`config.mk`:
```
export PLATFORM = sky130hd
export DESIGN_NAME = instr_mem_loader
export DESIGN_NICKNAME = d
export VERILOG_FILES = /design/src/rtl/instr_mem_loader_pkg.sv /design/src/rtl/instr_mem_loader_word_assembler.sv /design/src/rtl/instr_mem_loader.sv
export SDC_FILE = /design/constraint.sdc
export NUM_CORES = 1
export LEC_CHECK = 0
export CAP_MARGIN = 20
export CORE_ASPECT_RATIO = 2
export CORE_MARGIN = 2
export CORE_UTILIZATION = 35
export CTS_BUF_LIST = sky130_fd_sc_hd__clkbuf_8
export DETAILED_ROUTE_END_ITERATION = 6
export PLACE_DENSITY = 0.68
export SYNTH_ARGS = -nofsm -noshare
export SYNTH_HDL_FRONTEND = slang
export SYNTH_SLANG_ARGS = --single-unit
```
`constraint.sdc`:
```
create_clock -name clk -period 3.6 [get_ports clk]
set_input_delay 0.72 -clock clk [delete_from_list [all_inputs] [get_ports clk]]
set_output_delay 0.72 -clock clk [all_outputs]
set_load 0.05 [all_outputs]
```
`src/rtl/instr_mem_loader_pkg.sv`:
```
// Shared types and constants for the instruction-memory program loader.
package instr_loader_pkg;

    typedef enum logic [1:0] {IDLE, LOAD, WRITE, DONE} state_t;

    localparam int unsigned BYTES_PER_WORD = 4;
    localparam int unsigned BYTE_IDX_W     = 2;

endpackage

```
`src/rtl/instr_mem_loader_word_assembler.sv`:
```
// Packs accepted stream bytes MSB-first into a word; word_full marks the cycle
// the final byte of a word is being accepted.
module word_assembler
    import instr_loader_pkg::*;
(
    input  logic                          clk,
    input  logic                          reset,
    input  logic                          clear,
    input  logic                          byte_en,
    input  logic [7:0]                    in_byte,
    output logic [8*BYTES_PER_WORD-1:0]   word,
    output logic                          word_full
);

    logic [BYTE_IDX_W-1:0]            idx;
    logic [8*(BYTES_PER_WORD-1)-1:0]  sh;

    // Only the leading bytes are stored; the last byte is taken straight from
    // the stream, so word is complete in the same cycle word_full is high.
    assign word      = {sh, in_byte};
    assign word_full = byte_en && (idx == BYTE_IDX_W'(BYTES_PER_WORD - 1));

    always_ff @(posedge clk) begin
        if (reset) begin
            idx <= '0;
            sh  <= '0;
        end else if (clear) begin
            idx <= '0;
        end else if (byte_en) begin
            idx <= idx + 1'b1;
            sh  <= {sh[8*(BYTES_PER_WORD-2)-1:0], in_byte};
        end
    end

endmodule

```
`src/rtl/instr_mem_loader.sv`:
```
// Program loader: streams bytes into 32-bit words and writes them to the
// instruction memory from a base address, holding the CPU in reset meanwhile.
module instr_mem_loader
    import instr_loader_pkg::*;
#(
    parameter int unsigned DATA_WIDTH = 32,
    parameter int unsigned ADDR_WIDTH = 16
) (
    input  logic                  clk,
    input  logic                  reset,
    input  logic                  start,
    input  logic [ADDR_WIDTH-1:0] base_addr,
    input  logic [ADDR_WIDTH:0]   word_count,
    input  logic                  in_valid,
    input  logic [7:0]            in_byte,
    output logic                  in_ready,
    output logic                  mem_we,
    output logic [ADDR_WIDTH-1:0] mem_addr,
    output logic [DATA_WIDTH-1:0] mem_wdata,
    output logic                  busy,
    output logic                  cpu_hold,
    output logic                  done,
    output logic                  wrap_err
);

    state_t                state;
    logic [ADDR_WIDTH-1:0] addr_q;
    logic [ADDR_WIDTH:0]   remaining_q;
    logic [DATA_WIDTH-1:0] asm_word;
    logic                  asm_full;
    logic                  byte_en;
    logic                  asm_clear;

    assign byte_en   = in_valid && in_ready;
    assign asm_clear = (state == IDLE) && start;
    assign cpu_hold  = busy;

    word_assembler u_asm (
        .clk       (clk),
        .reset     (reset),
        .clear     (asm_clear),
        .byte_en   (byte_en),
        .in_byte   (in_byte),
        .word      (asm_word),
        .word_full (asm_full)
    );

    always_ff @(posedge clk) begin
        if (reset) begin
            state       <= IDLE;
            addr_q      <= '0;
            remaining_q <= '0;
            in_ready    <= 1'b0;
            mem_we      <= 1'b0;
            mem_addr    <= '0;
            mem_wdata   <= '0;
            busy        <= 1'b0;
            done        <= 1'b0;
            wrap_err    <= 1'b0;
        end else begin
            case (state)
                IDLE: begin
                    if (start) begin
                        wrap_err <= 1'b0;
                        if (word_count != '0) begin
                            addr_q      <= base_addr;
                            remaining_q <= word_count;
                            in_ready    <= 1'b1;
                            busy        <= 1'b1;
                            state       <= LOAD;
                        end else begin
                            done  <= 1'b1;
                            state <= DONE;
                        end
                    end
                end
                LOAD: begin
                    if (asm_full) begin
                        in_ready  <= 1'b0;
                        mem_we    <= 1'b1;
                        mem_addr  <= addr_q;
                        mem_wdata <= asm_word;
                        state     <= WRITE;
                    end
                end
                WRITE: begin
                    mem_we      <= 1'b0;
                    addr_q      <= addr_q + 1'b1;
                    remaining_q <= remaining_q - 1'b1;
                    if (addr_q == '1)
                        wrap_err <= 1'b1;
                    if (remaining_q == (ADDR_WIDTH+1)'(1)) begin
                        busy  <= 1'b0;
                        done  <= 1'b1;
                        state <= DONE;
                    end else begin
                        in_ready <= 1'b1;
                        state    <= LOAD;
                    end
                end
                DONE: begin
                    done  <= 1'b0;
                    state <= IDLE;
                end
                default: state <= IDLE;
            endcase
        end
    end

endmodule

```
== After elaboration in Yosys (flattened, before gate mapping) ==
Index checks and enable logic that the tools add are counted.
Storage, ports and cells
  input bits: 45
  register bits after elaboration: 114
Cells by class
  bitwise logic cells: 1
  $add $sub $neg: 3
  eq/ne operators: 13
  muxes and demuxes: 27
  reductions and logical operators: 19
Operator list (number)
  2-to-1 mux 17 bit: 2
  case mux 17 bit (2 select lines): 1
  2-to-1 mux 16 bit: 2
  case mux 16 bit (2 select lines): 1
  == test 17 x 1 -> 1 bit (second input constant): 1
  nonzero test 17 bit: 1
  subtractor 17 x 1 -> 17 bit (second input constant): 1
  adder 16 x 1 -> 16 bit (second input constant): 1
  == test 16 bit (second input constant): 1
  inequality test 2 bit (second input constant): 6
  2-to-1 mux 1 bit: 11
  2-to-1 mux 2 bit: 4
  case mux 2 bit (4 select lines): 1
  AND reduction 2 bit: 4
  AND reduction 4 bit: 2
  == test 2 bit (second input constant): 3
  case mux 1 bit (2 select lines): 3
  case mux 1 bit (3 select lines): 2
  AND reduction 3 bit: 2
  nonzero test 3 bit: 2
  AND reduction 5 bit: 1
  nonzero test 2 bit: 2
  logical AND 1 bit: 3
  adder 2 x 1 -> 2 bit (second input constant): 1
  5 further kinds: 5

== Longest topological paths before layout ==
Gate-level depths: netlist (run 1).
  depth in word-level cells: 4
  depth in mapped cells: 8

== Hierarchy ==
From an unflattened synthesis (run 1), not the netlist that was laid out.
Second synthesis, totals
  cells, all modules: 653
  area, all modules: 5183.7 um^2
Modules (own cells, without submodules)
  instr_mem_loader: instances 1, sequential area each 1761.7 um^2, cells each 547, area an instance 4042.6 um^2
  word_assembler: instances 1, sequential area each 520.5 um^2, cells each 106, area an instance 1141.1 um^2

== Worst setup path after synthesis (run 1) ==
No wires, ideal clock.
  kind: input to register
  start point: input port word_count[5]
  end point: register addr_q[1]
  data required time: 3481 ps
  setup time: 119 ps
  stages on the path: 5
  slack: 1340 ps
  arrival time: 2141 ps
  cell sequence: or4_4 > nor4_4 > a31oi_1 > buf_2 > o221a_2
On the way
  cells in the longest elaborated chain, start to end: 3
Ends and longest elaborated chain
  start: declaration: RTL line instr_mem_loader.sv:13  | input logic [ADDR_WIDTH:0] word_count,
  nonzero test 17 bit: RTL line instr_mem_loader.sv:65  | if (word_count != '0) begin
  inequality test 2 x 1 -> 1 bit (no line)
  AND reduction 3 bit (no line)
  end signal: assignment: RTL line instr_mem_loader.sv:66  | addr_q <= base_addr;
  end signal: assignment: RTL line instr_mem_loader.sv:88  | addr_q <= addr_q + 1'b1;
  end: declaration: RTL line instr_mem_loader.sv:27  | logic [ADDR_WIDTH-1:0] addr_q;
No other way between the ends.
A chain may end at the register's enable or synchronous reset.

== Worst setup path in the final report (run 1) ==
  start point: input port word_count[15]
  end point: register addr_q[1]
The elaborated chain is that of the path after synthesis.

==> flow_metrics.py, run 1 <==
metrics = {
    "synthesis": {
        "synth-seq-cells": 114,
        "synth_cells": 646,
        "synthDistinctLibCells": 57,
        "syn-num-nets": 695,
        "async_flop_share_pct": 0,
        "synth_top_cell_area_share_pct": 45.5,
        "ys_seq_area_share_pct": 45.5,
        "synth_edf_count": 0,
        "syn_area_per_cell_sq_um": 7.76,
        "ys_warn_count": 0,
        "ys_top_cells_by_area": "dfxtp_1 (46%), nand2_1 (14%), a21oi_1 (11%)",
        "synth_ff_type": "dfxtp_1",
        "yosys.area.top_type": "dfxtp_1",
        "syn-cell-area_sq_um": 5010,
    },
    "cts": {
        "clock_latency_ns": 0.44,
        "htreeDepth": 4,
        "cts_max_path_buffers": 2,
        "ctsHoldBuffers": 0,
        "cts_buffers": 17,
        "cts_tree": "built",
        "cts.sinks": 114,
        "cts_resized": 0,
        "clk_pin_slew_ns": 0.06,
        "cts-root-buf": "clkbuf_8",
        "postCtsSetupRepairBufs": 0,
    },
    "die": {
        "chipHeight_um": 173,
        "core_sq_um": 14000,
        "rows": 61,
        "ios": 99,
        "die_area_sq_um": 15400,
        "start_util_pct": 35.9,
        "fp.dieW_um": 88.6,
    },
    "grt": {
        "grt_antenna_before_repair": 0,
        "grt_pass1_vias": 4719,
        "grt_pass1_wl_um": 23500,
        "grt_overflow_total": 0,
        "grt_max_degree": 97,
        "grt_use_total_pct": 19.8,
    },
    "final_layout": {
        "nets": 773,
        "diodes": 0,
        "multiInputGateArea_sq_um": 2490,
        "seq_area_sq_um": 2280,
        "fin_util_pct": 46.8,
        "drive_above_1_share_pct": 8.29,
        "fillerInstances": 1396,
        "syn2layout_area_growth_pct": 30.3,
    },
    "flow_run": {
        "maxCapViolations": 0,
    },
    "sta": {
        "finClkSkew_ns": 0.0127,
        "finalHoldViolCount": 0,
        "worstMarginPinSlew_ns": 1.00,
        "finalCritPeriodShare_pct": 71.6,
        "slew_headroom_pct": 33.1,
        "period_minus_slack_ns": 2.58,
        "rsz0062_at_grt": "no",
        "setup_tns_ns": 0,
        "max_freq_ghz": 0.388,
        "finalSetupViolations": 0,
        "drv_slew": 0,
    },
    "critical_path": {
        "crit_buf_inv": 2,
        "cp.required_ns": 3.98,
        "critPathTopFamily": "simple AND/OR/NAND/NOR gates",
        "crit_start": "word_count[15]",
        "cp-start-kind": "primary input",
        "slowest_delay_ns": 0.62,
        "reg2reg_from": "state[1]",
        "path_class": "in -> reg",
        "critical_path.max_fanout": 18,
        "cp.arrival_ns": 2.96,
        "cpMaxStageDelayCell": "or4_1",
        "crit_chain": "clkdlybuf4s50_1 -> or4_1 -> nor4_4 -> a31oi_1 -> buf_4 -> nand2_1 -> o221a_2",
        "endpoint_kind": "flop",
    },
    "drt": {
        "drt_iter0_markers": 396,
        "first_pass_iters": 5,
        "vias": 4886,
        "wirelength_um": 14800,
        "wl_per_cell_um": 16.0,
        "vias_per_cell": 5.28,
        "postRouteAntennaNets": 0,
        "remaining_drc_errors": 0,
    },
    "power": {
        "ir_drop_v": 0.000412,
        "power_density_nw_per_um2": 490,
        "leakagePower_nw": 2.23,
    },
    "place": {
        "io_buffer_count": 98,
        "gp_congestion": 0.846,
        "hpwl_um": 10500,
    },
    "min_path": {
        "min-delay-start": "u_asm.sh[18]",
        "min_path_type": "reg -> reg",
    },
    "status": {
        "status": "completed",
    },
}
## power breakdown
group	total, mW	internal, mW	switching (mW)
registers	1.39	1.32	0.0715
logic	0.461	0.182	0.279
clock network	1.35	0.841	0.513
total	3.20	2.34	0.863
## registers in the layout (all words and copies together), names as in the netlist
signal,flops
u_asm.sh,24
mem_we,1
remaining_q,17
mem_wdata,32
u_asm.idx,2
wrap_err,1
addr_q,16
mem_addr,16
state,2
done,1
in_ready,1
busy,1
## cells by family (layout without fill, tap and decap cells)
group	count (synthesis)	in the layout	share of synthesized area [%]
xor+xnor	3	3	0.524
flops	114	114	45.5
mux	3	3	0.624
buf+inv	54	144	4.97
simple gates	283	283	25.9
fa+ha+maj	4	4	0.998
compound gates	185	185	21.5
## worst register-to-register path, cell delays in order (launching register included)
cell and delay [ns]:
dfxtp_1 0.54, o21bai_1 0.22, a31oi_1 0.42, buf_4 0.33, nand2_1 0.20, o221a_2 0.36
## layer usage
layer / global-route usage (%) / vias up / part of all wire (%)
li1: - / 2391 / -
met1: 20.4 / 2276 / 36
met4: 11.7 / 0 / 4.8
met2: 34.6 / 168 / 54
met5: 0 / - / 0
met3: 4.95 / 51 / 5.4
## cell usage after synthesis, types with 3 or more instances
master    instances
o31ai_1           3
nand2b_1          5
nand2_1         183
a31oi_1          10
and4_1            4
or3_1             3
ha_1              4
a21o_1            5
o21ai_0          22
nand4_1           6
clkbuf_1         37
nor4_4            3
buf_2             7
o21ai_1           5
a21oi_1         111
and2_1            4
inv_1             5
nand3_1          13
dfxtp_1         114
nor3_1           12
a211oi_1          5
buf_6             3
nor2_1           32
a22o_1            3
o221a_2           4
## cell type report
cell class / count / share of cell area (%)
clock inverters: 9 / 2.32
repair buffers: 108 / 16.1
clock buffers: 22 / 4.63
well taps: 189 / 3.62
flip-flops and latches: 114 / 34.9
inverters: 5 / 0.287
multi-input cells: 478 / 38.1
## path summary, 6_finish.rpt
check	endpoint	slack, ns	depth (start not counted)
min reg2reg	u_asm.sh[18]	0.45	2
min	u_asm.sh[18]	0.45	2
max reg2reg	addr_q[2]	1.42	5
max	addr_q[1]	1.02	7
## cell usage in the layout, fill, tap and decap left out, drive strengths merged, types with 4 or more instances in the layout
cell type / instances
a211oi: 6
a21o: 5
a21oi: 112
a31oi: 10
and2: 4
and4: 4
buf: 11
bufinv: 4
clkbuf: 22
clkdlybuf4s50: 97
clkinv: 4
dfxtp: 114
ha: 4
inv: 5
nand2: 183
nand2b: 5
nand3: 13
nand4: 6
nor2: 32
nor3: 13
nor4: 5
o21ai: 27
o221a: 4
o31ai: 4
or4: 4
## metrics by stage
| stage | power, mW | setup WS, ns | area (sq um) | hold WS (ns) | std cells |
|---|---|---|---|---|---|
| after global routing | 3.34 | 0.928 | 6540 | 0.478 | 925 |
| after floorplan | 1.72 | 1.34 | 5010 | 0.432 | 646 |
| after CTS | 3.23 | 1.01 | 6540 | 0.456 | 925 |
| after detailed placement | 1.87 | 0.538 | 6080 | 0.442 | 894 |
| final | 3.20 | 1.02 | 6540 | 0.455 | 925 |
| after global placement | 1.86 | 0.604 | 6080 | 0.445 | 894 |
(Power assumes the default switching activity.)
==> run 2: changes to the inputs <==
Settings changed: PLACE_DENSITY 0.68 to 0.7.
Clock period 3.6 ns to 2.1 ns, I/O delays scaled along.
==> run 2 against run 1 <==
Effect of this change: power up 64%; non-clock buffer count up 31; final cell count up 3.5%; critical path depth down 6; sequential power up 71%; count of clock-buffer cells in the layout down 5; hold slack about the same; combinational power up 110%; routed wire length down 0.72%; flip-flop and latch count unchanged; clock power up 41%; clock skew down 0.0070 ns; largest power group unchanged; highest routed layer unchanged.
==> flow_metrics.py, run 2 (synthesis gave the netlist of run 1 again) <==
metrics = {
    "cts": {
        "cts-root-buf": "clkbuf_8",
        "cts_buffers": 17,
        "htreeDepth": 4,
        "clock_latency_ns": 0.43,
        "ctsHoldBuffers": 0,
        "cts.sinks": 114,
        "cts_max_path_buffers": 2,
        "cts_tree": "built",
        "clk_pin_slew_ns": 0.07,
    },
    "sta": {
        "period_minus_slack_ns": 2.06,
        "finalHoldViolCount": 0,
        "whs_ns": 0.455,
        "worstMarginPinSlew_ns": 0.603,
        "finClkSkew_ns": 0.00567,
        "drv_slew": 0,
        "finalCritPeriodShare_pct": 98.1,
        "rsz0062_at_grt": "no",
        "max_freq_ghz": 0.485,
        "setup_tns_ns": 0,
        "slew_headroom_pct": 59.8,
        "finalSetupViolations": 0,
        "finalWorstSetupSlack_ns": 0.0395,
    },
    "min_path": {
        "min-delay-start": "mem_addr[0]",
        "hold-path-endpoint": "mem_addr[0]",
        "hold_depth": 2,
        "min_path_type": "reg -> reg",
    },
    "power": {
        "ir_drop_v": 0.000504,
        "swShare_pct": 30.7,
        "leakagePower_nw": 2.46,
        "p_int_mw": 3.63,
        "clkPwrFrac_pct": 36.5,
        "switchingPower_mw": 1.61,
        "p_seq_share_pct": 45.2,
        "power_density_nw_per_um2": 763,
        "p_total_mw": 5.24,
        "p_comb_share_pct": 18.4,
    },
    "final_layout": {
        "diodes": 0,
        "nets": 804,
        "drive_above_1_share_pct": 13.2,
        "layout.cells.non_filler": 957,
        "syn2layout_area_growth_pct": 37.0,
        "reg_top3": "mem_wdata x32, u_asm.sh x24, remaining_q x17",
        "layout_common_cells": "nand2_1 (182), dfxtp_1 (114), a21oi_1 (110), clkdlybuf4s50_1 (91)",
        "regMostFlops": "mem_wdata",
        "largest_reg_flops": 32,
        "layout_commonest_cell": "nand2_1",
    },
    "critical_path": {
        "cpMaxStageDelayCell": "clkdlybuf4s50_1",
        "reg2reg_from": "remaining_q[6]",
        "endpoint_kind": "output pin",
        "critical_path.max_fanout": 2,
        "path_class": "reg -> out",
        "r2r_setup_slack_ns": 0.13,
        "critPathTopFamily": "buffers and inverters",
        "crit_buf_inv": 1,
        "cp-start-kind": "flop",
        "r2r_end": "remaining_q[15]",
        "reg2regPathDepth": 6,
        "cp.required_ns": 1.68,
        "slowest_delay_ns": 0.82,
        "cp.arrival_ns": 1.64,
        "crit_chain": "clkdlybuf4s50_1",
    },
    "die": {
        "start_util_pct": 35.9,
        "chipHeight_um": 173,
        "rows": 61,
        "fp.dieW_um": 88.6,
        "ios": 99,
        "die_area_sq_um": 15400,
        "core_sq_um": 14000,
    },
    "grt": {
        "grt_pass1_wl_um": 23200,
        "grt_pass1_vias": 4623,
        "grt_antenna_before_repair": 0,
        "grt_overflow_total": 0,
        "grt_use_total_pct": 19.4,
        "grt_max_degree": 62,
    },
    "place": {
        "gp_congestion": 0.894,
        "io_buffer_count": 98,
        "placedCellCount": 921,
        "dp_slack_ns": -0.475,
        "hpwl_um": 10200,
    },
    "drt": {
        "vias": 4918,
        "vias_per_cell": 5.14,
        "remaining_drc_errors": 0,
        "wirelength_um": 14700,
        "postRouteAntennaNets": 0,
        "first_pass_iters": 5,
        "drt_iter0_markers": 297,
        "wl_per_cell_um": 15.4,
    },
    "flow_run": {
        "maxCapViolations": 0,
    },
    "status": {
        "status": "completed",
    },
}
-- run 2: cell count changes in the layout (fill, tap and decap cells not counted), moves of 3 or more --
cell	delta
clkbuf_8	-5
buf_12	+8
buf_4	+21
clkinv_4	+3
clkinvlp_4	+3
bufinv_16	-3
dlymetal6s2s_1	+5
inv_6	+3
clkdlybuf4s50_1	-6
-- run 2: stage by stage --
step	cell area (sq um)	utilization [%]
detailed placement	6370	45.6
floorplan	5010	-
CTS	6790	48.6
global placement	6370	45.6
global route	6870	49.2
finish	6870	49.2
-- run 2: metal layers --
| metal | GRT usage (%) | wire length, um | up-vias |
|---|---|---|---|
| li1 | - | - | 2456 |
| met1 | 21.1 | 5520 | 2279 |
| met2 | 33.7 | 8020 | 147 |
| met3 | 4.71 | 683 | 36 |
| met4 | 9.60 | 505 | 0 |
| met5 | 0 | 0 | - |
-- run 2: final cells by class --
type / instances / area [sq um]
Clock buffer: 17 / 234
Clock inverter: 15 / 136
Fill cell: 1380 / 7100
Inverter: 5 / 18.8
Multi-Input combinational cell: 478 / 2540
Sequential cell: 114 / 2280
Tap cell: 189 / 236
Timing Repair Buffer: 139 / 1420
-- run 2: worst max path at each step --
| stage | from | to | slack, ns | cells after the start |
|---|---|---|---|---|
| 2_1_floorplan | word_count[5] | addr_q[1] | 0.14 | 5 |
| 3_3_place_gp | word_count[15] | addr_q[2] | -0.44 | 7 |
| 3_5_place_dp | word_count[5] | addr_q[4] | -0.48 | 7 |
| 4_1_cts | mem_wdata[23] | mem_wdata[23] | 0.001 | 1 |
| 5_1_grt | mem_wdata[23] | mem_wdata[23] | 0.002 | 1 |
| 6_report | mem_wdata[23] | mem_wdata[23] | 0.04 | 1 |
-- run 2: power by group through the flow --
stage / Combinational [mW] / Clock [mW] / Sequential (mW)
6_report: 0.963 / 1.91 / 2.37
3_3_place_gp: 0.887 / 0 / 2.41
4_1_cts: 0.923 / 1.98 / 2.36
2_1_floorplan: 0.551 / 0 / 2.40
3_5_place_dp: 0.893 / 0 / 2.41
5_1_grt: 1.05 / 2.06 / 2.38
-- run 2: repair_timing --
item                                    in CTS  in global routing
pin swaps                                    0                  7
resized for setup                            1                 14
cloned                                       1                  1
endpoints found under the setup margin       4                 31
buffers inserted                             0                  2
hold endpoints to repair                     0                  0
